## src/rtl/segment_pkg.sv

```systemverilog
// rtl/segment_pkg.sv - shared types, constants and ASCII to 14-segment font for the scroller
package segment_pkg;

  typedef enum logic {
    ST_IDLE = 1'b0,
    ST_SHOW = 1'b1
  } state_t;

  localparam int DIGITS     = 6;
  localparam int SEG_MSB    = 13;
  localparam int SEG_DP_BIT = 14;

  // Entries 0-9 are '0'..'9', entries 10-35 are 'A'..'Z'
  localparam logic [13:0] SEG_TABLE [36] = '{
    14'h0C3F, 14'h0006, 14'h00DB, 14'h008F, 14'h00E6,
    14'h2069, 14'h00FD, 14'h0007, 14'h00FF, 14'h00EF,
    14'h00F7, 14'h128F, 14'h0039, 14'h120F, 14'h00F9,
    14'h0071, 14'h00BD, 14'h00F6, 14'h1209, 14'h001E,
    14'h2470, 14'h0038, 14'h0536, 14'h2136, 14'h003F,
    14'h00F3, 14'h203F, 14'h20F3, 14'h00ED, 14'h1201,
    14'h003E, 14'h0C30, 14'h2836, 14'h2D00, 14'h1500,
    14'h0C09
  };

  function automatic logic [13:0] ascii_to_seg(input logic [6:0] code);
    logic [13:0] seg;
    seg = '0;
    if (code >= 7'h30 && code <= 7'h39)
      seg = SEG_TABLE[6'(code - 7'h30)];
    else if (code >= 7'h41 && code <= 7'h5A)
      seg = SEG_TABLE[6'(code - 7'h41) + 6'd10];
    else if (code >= 7'h61 && code <= 7'h7A)
      seg = SEG_TABLE[6'(code - 7'h61) + 6'd10];
    return seg;
  endfunction

endpackage

```

## src/rtl/char_to_segments.sv

```systemverilog
// rtl/char_to_segments.sv - combinational buffer byte to 15-bit digit pattern
module char_to_segments
  import segment_pkg::*;
(
  input  logic [7:0]  i_char,
  output logic [14:0] o_pattern
);

  assign o_pattern[SEG_DP_BIT]  = i_char[7];
  assign o_pattern[SEG_MSB:0]   = ascii_to_seg(i_char[6:0]);

endmodule

```

## src/rtl/segment_scroller.sv

```systemverilog
// rtl/segment_scroller.sv - message buffer and six-column static/scrolling window
module segment_scroller
  import segment_pkg::*;
#(
  parameter int MSG_DEPTH = 16,
  parameter int ADDR_W    = 4,
  parameter int TICK_DIV  = 500000
) (
  input  logic              i_clk,
  input  logic              i_rst,
  input  logic              i_wr_en,
  input  logic [ADDR_W-1:0] i_wr_addr,
  input  logic [7:0]        i_wr_data,
  input  logic [ADDR_W:0]   i_msg_len,
  input  logic              i_start,
  input  logic              i_stop,
  output logic              o_busy,
  output logic [14:0]       o_digit0,
  output logic [14:0]       o_digit1,
  output logic [14:0]       o_digit2,
  output logic [14:0]       o_digit3,
  output logic [14:0]       o_digit4,
  output logic [14:0]       o_digit5
);

  localparam int                  PRESC_W   = $clog2(TICK_DIV);
  localparam logic [PRESC_W-1:0]  PRESC_MAX = PRESC_W'(TICK_DIV - 1);
  localparam logic [ADDR_W:0]     DEPTH_L   = (ADDR_W + 1)'(MSG_DEPTH);
  localparam logic [ADDR_W:0]     DIGITS_L  = (ADDR_W + 1)'(DIGITS);

  state_t              r_state, w_next_state;
  logic [7:0]          r_buf [MSG_DEPTH];
  logic [ADDR_W:0]     r_len;
  logic [ADDR_W-1:0]   r_pos;
  logic [PRESC_W-1:0]  r_presc;
  logic [14:0]         r_digit [DIGITS];
  logic [14:0]         w_pat [DIGITS];
  logic                w_restart, w_scroll, w_tick;
  logic [ADDR_W:0]     w_len_clamped;

  always_ff @(posedge i_clk or posedge i_rst) begin
    if (i_rst) r_state <= ST_IDLE;
    else       r_state <= w_next_state;
  end

  // Stop has priority; a zero-length Start is a no-op in either state
  always_comb begin
    w_next_state = r_state;
    w_restart    = 1'b0;
    if (i_stop) begin
      w_next_state = ST_IDLE;
    end else if (i_start && (i_msg_len != '0)) begin
      w_next_state = ST_SHOW;
      w_restart    = 1'b1;
    end
  end

  assign w_len_clamped = (i_msg_len > DEPTH_L) ? DEPTH_L : i_msg_len;
  assign w_scroll      = (r_state == ST_SHOW) && (r_len > DIGITS_L);
  assign w_tick        = w_scroll && (r_presc == PRESC_MAX);
  assign o_busy        = (r_state == ST_SHOW);

  always_ff @(posedge i_clk or posedge i_rst) begin
    if (i_rst) begin
      r_len   <= '0;
      r_pos   <= '0;
      r_presc <= '0;
    end else if (w_restart) begin
      r_len   <= w_len_clamped;
      r_pos   <= '0;
      r_presc <= '0;
    end else if (w_tick) begin
      r_presc <= '0;
      r_pos   <= ({1'b0, r_pos} == r_len - 1'b1) ? '0 : r_pos + 1'b1;
    end else if (w_scroll) begin
      r_presc <= r_presc + 1'b1;
    end
  end

  always_ff @(posedge i_clk or posedge i_rst) begin
    if (i_rst) begin
      for (int i = 0; i < MSG_DEPTH; i++) r_buf[i] <= 8'h20;
    end else if (i_wr_en) begin
      r_buf[i_wr_addr] <= i_wr_data;
    end
  end

  // pos < len and k < 6 < len while scrolling, so one conditional subtract wraps the index
  for (genvar k = 0; k < DIGITS; k++) begin : g_col
    logic [ADDR_W:0]   w_sum;
    logic [ADDR_W-1:0] w_idx;
    logic              w_col_on;

    assign w_sum    = {1'b0, r_pos} + (ADDR_W + 1)'(k);
    assign w_idx    = ADDR_W'((w_sum >= r_len) ? (w_sum - r_len) : w_sum);
    assign w_col_on = ((ADDR_W + 1)'(k) < r_len);

    char_to_segments u_enc (
      .i_char    (r_buf[w_idx]),
      .o_pattern (w_pat[k])
    );

    always_ff @(posedge i_clk or posedge i_rst) begin
      if (i_rst)                                  r_digit[k] <= '0;
      else if ((r_state == ST_SHOW) && w_col_on)  r_digit[k] <= w_pat[k];
      else                                        r_digit[k] <= '0;
    end
  end

  assign o_digit0 = r_digit[0];
  assign o_digit1 = r_digit[1];
  assign o_digit2 = r_digit[2];
  assign o_digit3 = r_digit[3];
  assign o_digit4 = r_digit[4];
  assign o_digit5 = r_digit[5];

endmodule

```

## config.mk

```make
export PLATFORM = sky130hd
export DESIGN_NAME = segment_scroller
export DESIGN_NICKNAME = d
export VERILOG_FILES = /design/src/rtl/segment_pkg.sv /design/src/rtl/char_to_segments.sv /design/src/rtl/segment_scroller.sv
export SDC_FILE = /design/constraint.sdc
export NUM_CORES = 2
export LEC_CHECK = 0
export ABC_AREA = 1
export BUFFER_PORTS_ARGS = -buffer_cell sky130_fd_sc_hd__buf_2
export CORE_ASPECT_RATIO = 1.5
export CORE_UTILIZATION = 45
export CTS_BUF_LIST = sky130_fd_sc_hd__clkbuf_8
export DETAILED_ROUTE_END_ITERATION = 8
export PLACE_DENSITY_LB_ADDON = 0.3
export SETUP_SLACK_MARGIN = 0.5
export SLEW_MARGIN = 10
export SYNTH_ARGS = -nofsm -noshare
export SYNTH_HDL_FRONTEND = slang
export SYNTH_HIERARCHICAL = 1
export SYNTH_SLANG_ARGS = --single-unit
```

## constraint.sdc

```tcl
create_clock -name i_clk -period 16.3 [get_ports i_clk]
set_clock_uncertainty 0.05 [all_clocks]
set_input_delay 0.815 -clock i_clk [delete_from_list [all_inputs] [get_ports i_clk]]
set_output_delay 0.815 -clock i_clk [all_outputs]
set_load 0.005 [all_outputs]
```

== Word-level counts from Yosys, hierarchy flattened ==
Memory sizes are Yosys's and may differ from the RTL's.
Cells that the tools add are included.
Operators by class
  $add $sub $neg: 44
  reduce and logical (&&, ||, !) cells: 32
  muxes and demuxes: 98
  order comparisons: 76
  eq/ne operators: 2
  bitwise logic cells: 25
Operator list (number)
  2-to-1 mux 14 bit: 54
  >= comparator 7 bit, second input constant: 30
  binary-select mux 8 bit (select 4 bit): 6
  bitwise mux 128 bit: 1
  inverter 6 -> 7 bit: 18
  2-to-1 mux 8 bit: 13
  2-to-1 mux 15 bit: 6
  <= comparator 7 bit, second input constant: 12
  adder 6 x 4 -> 6 bit, second input constant: 12
  subtractor 6 bit, second input constant: 12
  2-to-1 mux 19 bit: 3
  >= comparator 7 x 6 -> 1 bit, second input constant: 6
  <= comparator 7 x 6 -> 1 bit, second input constant: 6
  2-to-1 mux 4 bit: 9
  subtractor 6 x 1 -> 6 bit, second input constant: 6
  >= comparator 5 bit, second input constant: 7
  inverter 4 -> 5 bit: 7
  demux 8 bit (select 4 bit): 1
  logical AND 1 bit: 28
  >= comparator 5 bit: 5
  subtractor 4 bit: 6
  adder 19 x 1 -> 19 bit, second input constant: 1
  == test 19 bit, second input constant: 1
  adder 4 x 2 -> 5 bit, second input constant: 2
  other kinds (17): 25
Storage, ports and cells
  memories kept: 18
  word-level logic and storage cells: 321
  output and inout port bits: 91
  register bits after elaboration: 247
  bits of input ports: 22
  ROM bits: 16128
Memory list
  (name not given): depth 64, bits a word 14, rd ports 1, clocked after memory_dff 0, write ports 0, RTL line segment_pkg.sv:29  | seg = SEG_TABLE[6'(code - 7'h30)];
  (name not given): depth 64, bits a word 14, rd ports 1, clocked after memory_dff 0, write ports 0, RTL line segment_pkg.sv:31  | seg = SEG_TABLE[6'(code - 7'h41) + 6'd10];
  (name not given): depth 64, bits a word 14, rd ports 1, clocked after memory_dff 0, write ports 0, RTL line segment_pkg.sv:33  | seg = SEG_TABLE[6'(code - 7'h61) + 6'd10];
  (name not given): depth 64, bits a word 14, rd ports 1, clocked after memory_dff 0, write ports 0, RTL line segment_pkg.sv:29
  (name not given): depth 64, bits a word 14, rd ports 1, clocked after memory_dff 0, write ports 0, RTL line segment_pkg.sv:31
  (name not given): depth 64, bits a word 14, rd ports 1, clocked after memory_dff 0, write ports 0, RTL line segment_pkg.sv:33
  12 more memories

== Logic depth before layout (Yosys ltp) ==
  word-level depth: 17
  depth in mapped cells: 34
  depth with buffers taken out: 32

== By module ==
Netlist, hierarchy kept.
Modules (own cells, without submodules)
  segment_scroller: cells each 2949, sequential area each 6200.9 um2, times used 1, area each 18635.4 um2
  char_to_segments (g_col[1].u_enc ...): cells each 359, sequential area each 0.0 um2, times used 5, area each 1885.6 um2
  char_to_segments (g_col[0].u_enc): cells each 412, sequential area each 0.0 um2, times used 1, area each 2005.7 um2

== Least setup slack after synthesis ==
No wires, ideal clock.
  path kind: flip-flop to flip-flop
  start point: reg r_pos[1]
  end point: reg r_digit (netlist bit o_digit3[2])
  period minus slack after synthesis: 4703 ps
  arrival time: 4533 ps
  cell stages (with the launch flop): 30
  setup slack: 11597 ps
  cells stage by stage: dfrtp_1 inv_1 ha_1 xor2_1 inv_1 ha_1 nand2_1 nand2_1 nand2_1 nand3_4 o21ai_1 buf_2 nand3_1 nand3_1 nand3_1 nand2_1 ha_1 ha_1 buf_2 inv_1 buf_2 nor2_1 o21ai_0 nand2_1 nand2_1 nand2_1 nand3_1 nand3_1 inv_1 nor2_1
RTL lines
  start: declaration: RTL line segment_scroller.sv:34  | logic [ADDR_W-1:0] r_pos;
  start signal: assignment: RTL line segment_scroller.sv:74  | r_pos <= ({1'b0, r_pos} == r_len - 1'b1) ? '0 : r_pos + 1'b1;
  end signal: indexed assignment: RTL line segment_scroller.sv:105  | else if ((r_state == ST_SHOW) && w_col_on) r_digit[k] <= w_pat[k];
  end: declaration: RTL line segment_scroller.sv:36  | logic [14:0] r_digit [DIGITS];

==> results.yml <==
outcome:
  status: "completed"
sta:
  slew_violations: 0
  rsz0062_at_grt: "false"
  period_share_pct: 43.7
  hold_violations: 0
  worst_slew_pin_slew_ns: 1.18
  setup_viol: 0
  fmax_ghz: 0.140
  slew_headroom_pct: 21.3
  min_period_ns: 7.12
  setup-tns-final_ns: 0
placement:
  post-dp-hpwl_um: 90100
  place.gp.congestion: 1.05
  port-buffer-count: 112
  placedInstanceArea_mm2: 0.0305
cells_and_area:
  syn_to_final_growth_pct: 4.56
  nNetsFinal: 5216
  fillers: 7183
  finish.utilization_pct: 47.7
  fin_area_mm2: 0.0314
  drive_above_1_share_pct: 9.59
synthesis:
  synthTopCellsByArea: "nand2_1 22%, nand3_1 20%, dfrtp_1 19%"
  synth_seq_area_share_pct: 20.6
  synthCells: 5156
  synth_common_cells: "1760 x nand2_1, 1176 x nand3_1, 445 x inv_1, 308 x o21ai_0, 253 x nor2_1"
  dominantRegCellSynth: "dfrtp_1"
  synthDistinctLibCells: 51
  async_flop_share_pct: 100
  yosysTopAreaCell: "nand2_1"
  synth-seq-cells: 247
  synth_edf_count: 0
  syn_avg_cell_area_um2: 5.83
  syn_nets: 5294
  synth_area_mm2: 0.0301
  yosys_warnings: 6
  yosysMostFrequentCell: "nand2_1"
  synth.top_cell.area_share_pct: 22.0
clocking:
  root_buffer: "clkbuf_8"
  hold_buffers: 0
  h-tree-depth: 2
  cts_max_path_buffers: 3
  cts.reportedPaths.clkPinSlew_ns: 0.08
  cts.repair.resized: 0
  cts_tree: "yes"
  clock_sinks: 247
  cts_setup_buffers: 0
  clock_latency_ns: 0.75
  numCtsBuffers: 43
run:
  maxCapViolCount: 0
global_route:
  globalRouteTotalUtil_pct: 37.2
  grt_max_degree: 117
  antenna_found_initial: 3
  grt_pass1_vias: 33256
  grt.overflow.total: 0
  grt_first_pass_wirelength_um: 195000
detailed_routing:
  dr.pass1.iters: 7
  drt_iter0_drc: 4616
  wl_per_cell_um: 21.2
  drcViolationCount: 0
  detail-route-antenna-nets: 0
  drt-total-wl_um: 127000
  vias: 35755
  avgViaCountPerCell: 5.97
floorplan:
  fp.coreArea_mm2: 0.0659
  start_util_pct: 45.6
  rows: 115
  die_h_um: 319
  io_pins: 113
  fp.dieArea_mm2: 0.0679
  fp.dieW_um: 213
critical_path:
  reg2reg_slack_ns: 9.18
  worstSetupPathType: "flip-flop to flip-flop"
  timing.rr.start: "r_pos[0]$_DFFE_PP0P_"
  crit_path_end_kind: "flip-flop"
  worstPathArrival_ns: 7.72
  timing.rr.end: "o_digit3[5]$_DFF_PP0_"
  critPathMaxFanout: 17
  r2r_cells: 23
  cp-start-kind: "flip-flop"
  critPathRequiredTime_ns: 16.90
worst_hold_path:
  hold_class: "input pin to async pin"
cells by family (layout without fill, tap and decap cells):
kind of cell               after synthesis  count (layout)  share of synthesized area (%)
AOI/OAI and AO/OA                      572             572                           11.0
and+or+nand+nor                       3428            3428                           51.3
adders and majority gates              116             116                           4.93
DFF                                    247             247                           20.6
xor gates and xnor gates                21              21                          0.612
other                                    0               2                              0
buffers and inverters                  772             728                           11.5
worst max-delay path by stage:
stage                         startpoint                    end  slack, ns
floorplan                          i_rst     o_busy$_DFFE_PP0P_       8.67
global placement    r_pos[0]$_DFFE_PP0P_  o_digit3[4]$_DFF_PP0_       9.52
detailed placement  r_pos[0]$_DFFE_PP0P_  o_digit3[0]$_DFF_PP0_       9.41
CTS                 r_pos[0]$_DFFE_PP0P_  o_digit3[4]$_DFF_PP0_       9.40
global route        r_pos[0]$_DFFE_PP0P_  o_digit3[6]$_DFF_PP0_       8.72
finish              r_pos[0]$_DFFE_PP0P_  o_digit3[5]$_DFF_PP0_       9.18
cell type report:
class | instances | area [µm²] | share of cell area [%]
Multi-Input combinational cell | 4137 | 20500 | 65.1
Sequential cell | 247 | 6200 | 19.7
Inverter | 501 | 1910 | 6.06
Tap cell | 877 | 1100 | 3.49
Timing Repair Buffer | 148 | 831 | 2.64
Clock buffer | 54 | 743 | 2.36
Clock inverter | 25 | 199 | 0.633
Antenna cell | 2 | 5.00 | 0.0159
state kept, by name (all words and copies together) (netlist names):
name and cells:
r_presc 19, o_digit2 15, r_pos 4, r_buf 128, o_digit0 15, o_digit4 15
o_digit5 15, o_busy 1, r_len 5, o_digit3 15, o_digit1 15
routing by layer:
metal | global-route usage [%] | routed length [µm]
met5 | 0 | 16
met4 | 32.3 | 12900
met3 | 7.61 | 11600
met2 | 59.8 | 58000
met1 | 41.3 | 44500
critical path, cell delays in order (launching register included):
cell	delay, ns
dfrtp_1	0.62
inv_1	0.34
ha_1	0.32
xor2_1	0.27
inv_1	0.08
ha_1	0.34
nand2_1	0.09
nand2_1	0.06
nand2_1	0.14
nand3_4	0.17
o21ai_4	0.61
inv_1	0.59
nand3_1	0.43
nand3_1	0.26
nand2_1	0.53
inv_1	0.46
ha_1	0.55
inv_1	0.35
nand2_1	0.09
o21ai_0	0.33
nand2_1	0.11
nand3_1	0.10
inv_1	0.04
nor2_1	0.13
stage by stage:
step / cells / hold slack, ns / setup slack, ns
after floorplan: 5156 / 0.403 / 8.67
after global placement: 5910 / 0.416 / 9.52
after detailed placement: 5910 / 0.423 / 9.41
after CTS: 5989 / 0.229 / 9.40
after global routing: 5990 / 0.270 / 8.72
final: 5991 / 0.194 / 9.18
layout by cell type, fill, tap and decap left out, types with 11 or more instances in the layout:
cell and n:
nand3_2 23, inv_2 44, nand2_4 25, buf_4 36
buf_2 112, nand3_1 1176, o21ai_1 36, ha_1 112
o211ai_1 34, xor2_1 14, dfrtp_1 231, clkbuf_8 54
o21ai_2 30, o21ai_0 308, nand3_4 14, a21oi_1 89
nor3_1 19, nand2_1 1757, inv_1 454, dfstp_2 16
nand2_2 77, nor2_1 253, nand4_1 50, a22oi_1 11
Power is not shown: default switching activity piles up to over one toggle a cycle in this logic, so the estimate is an artifact.
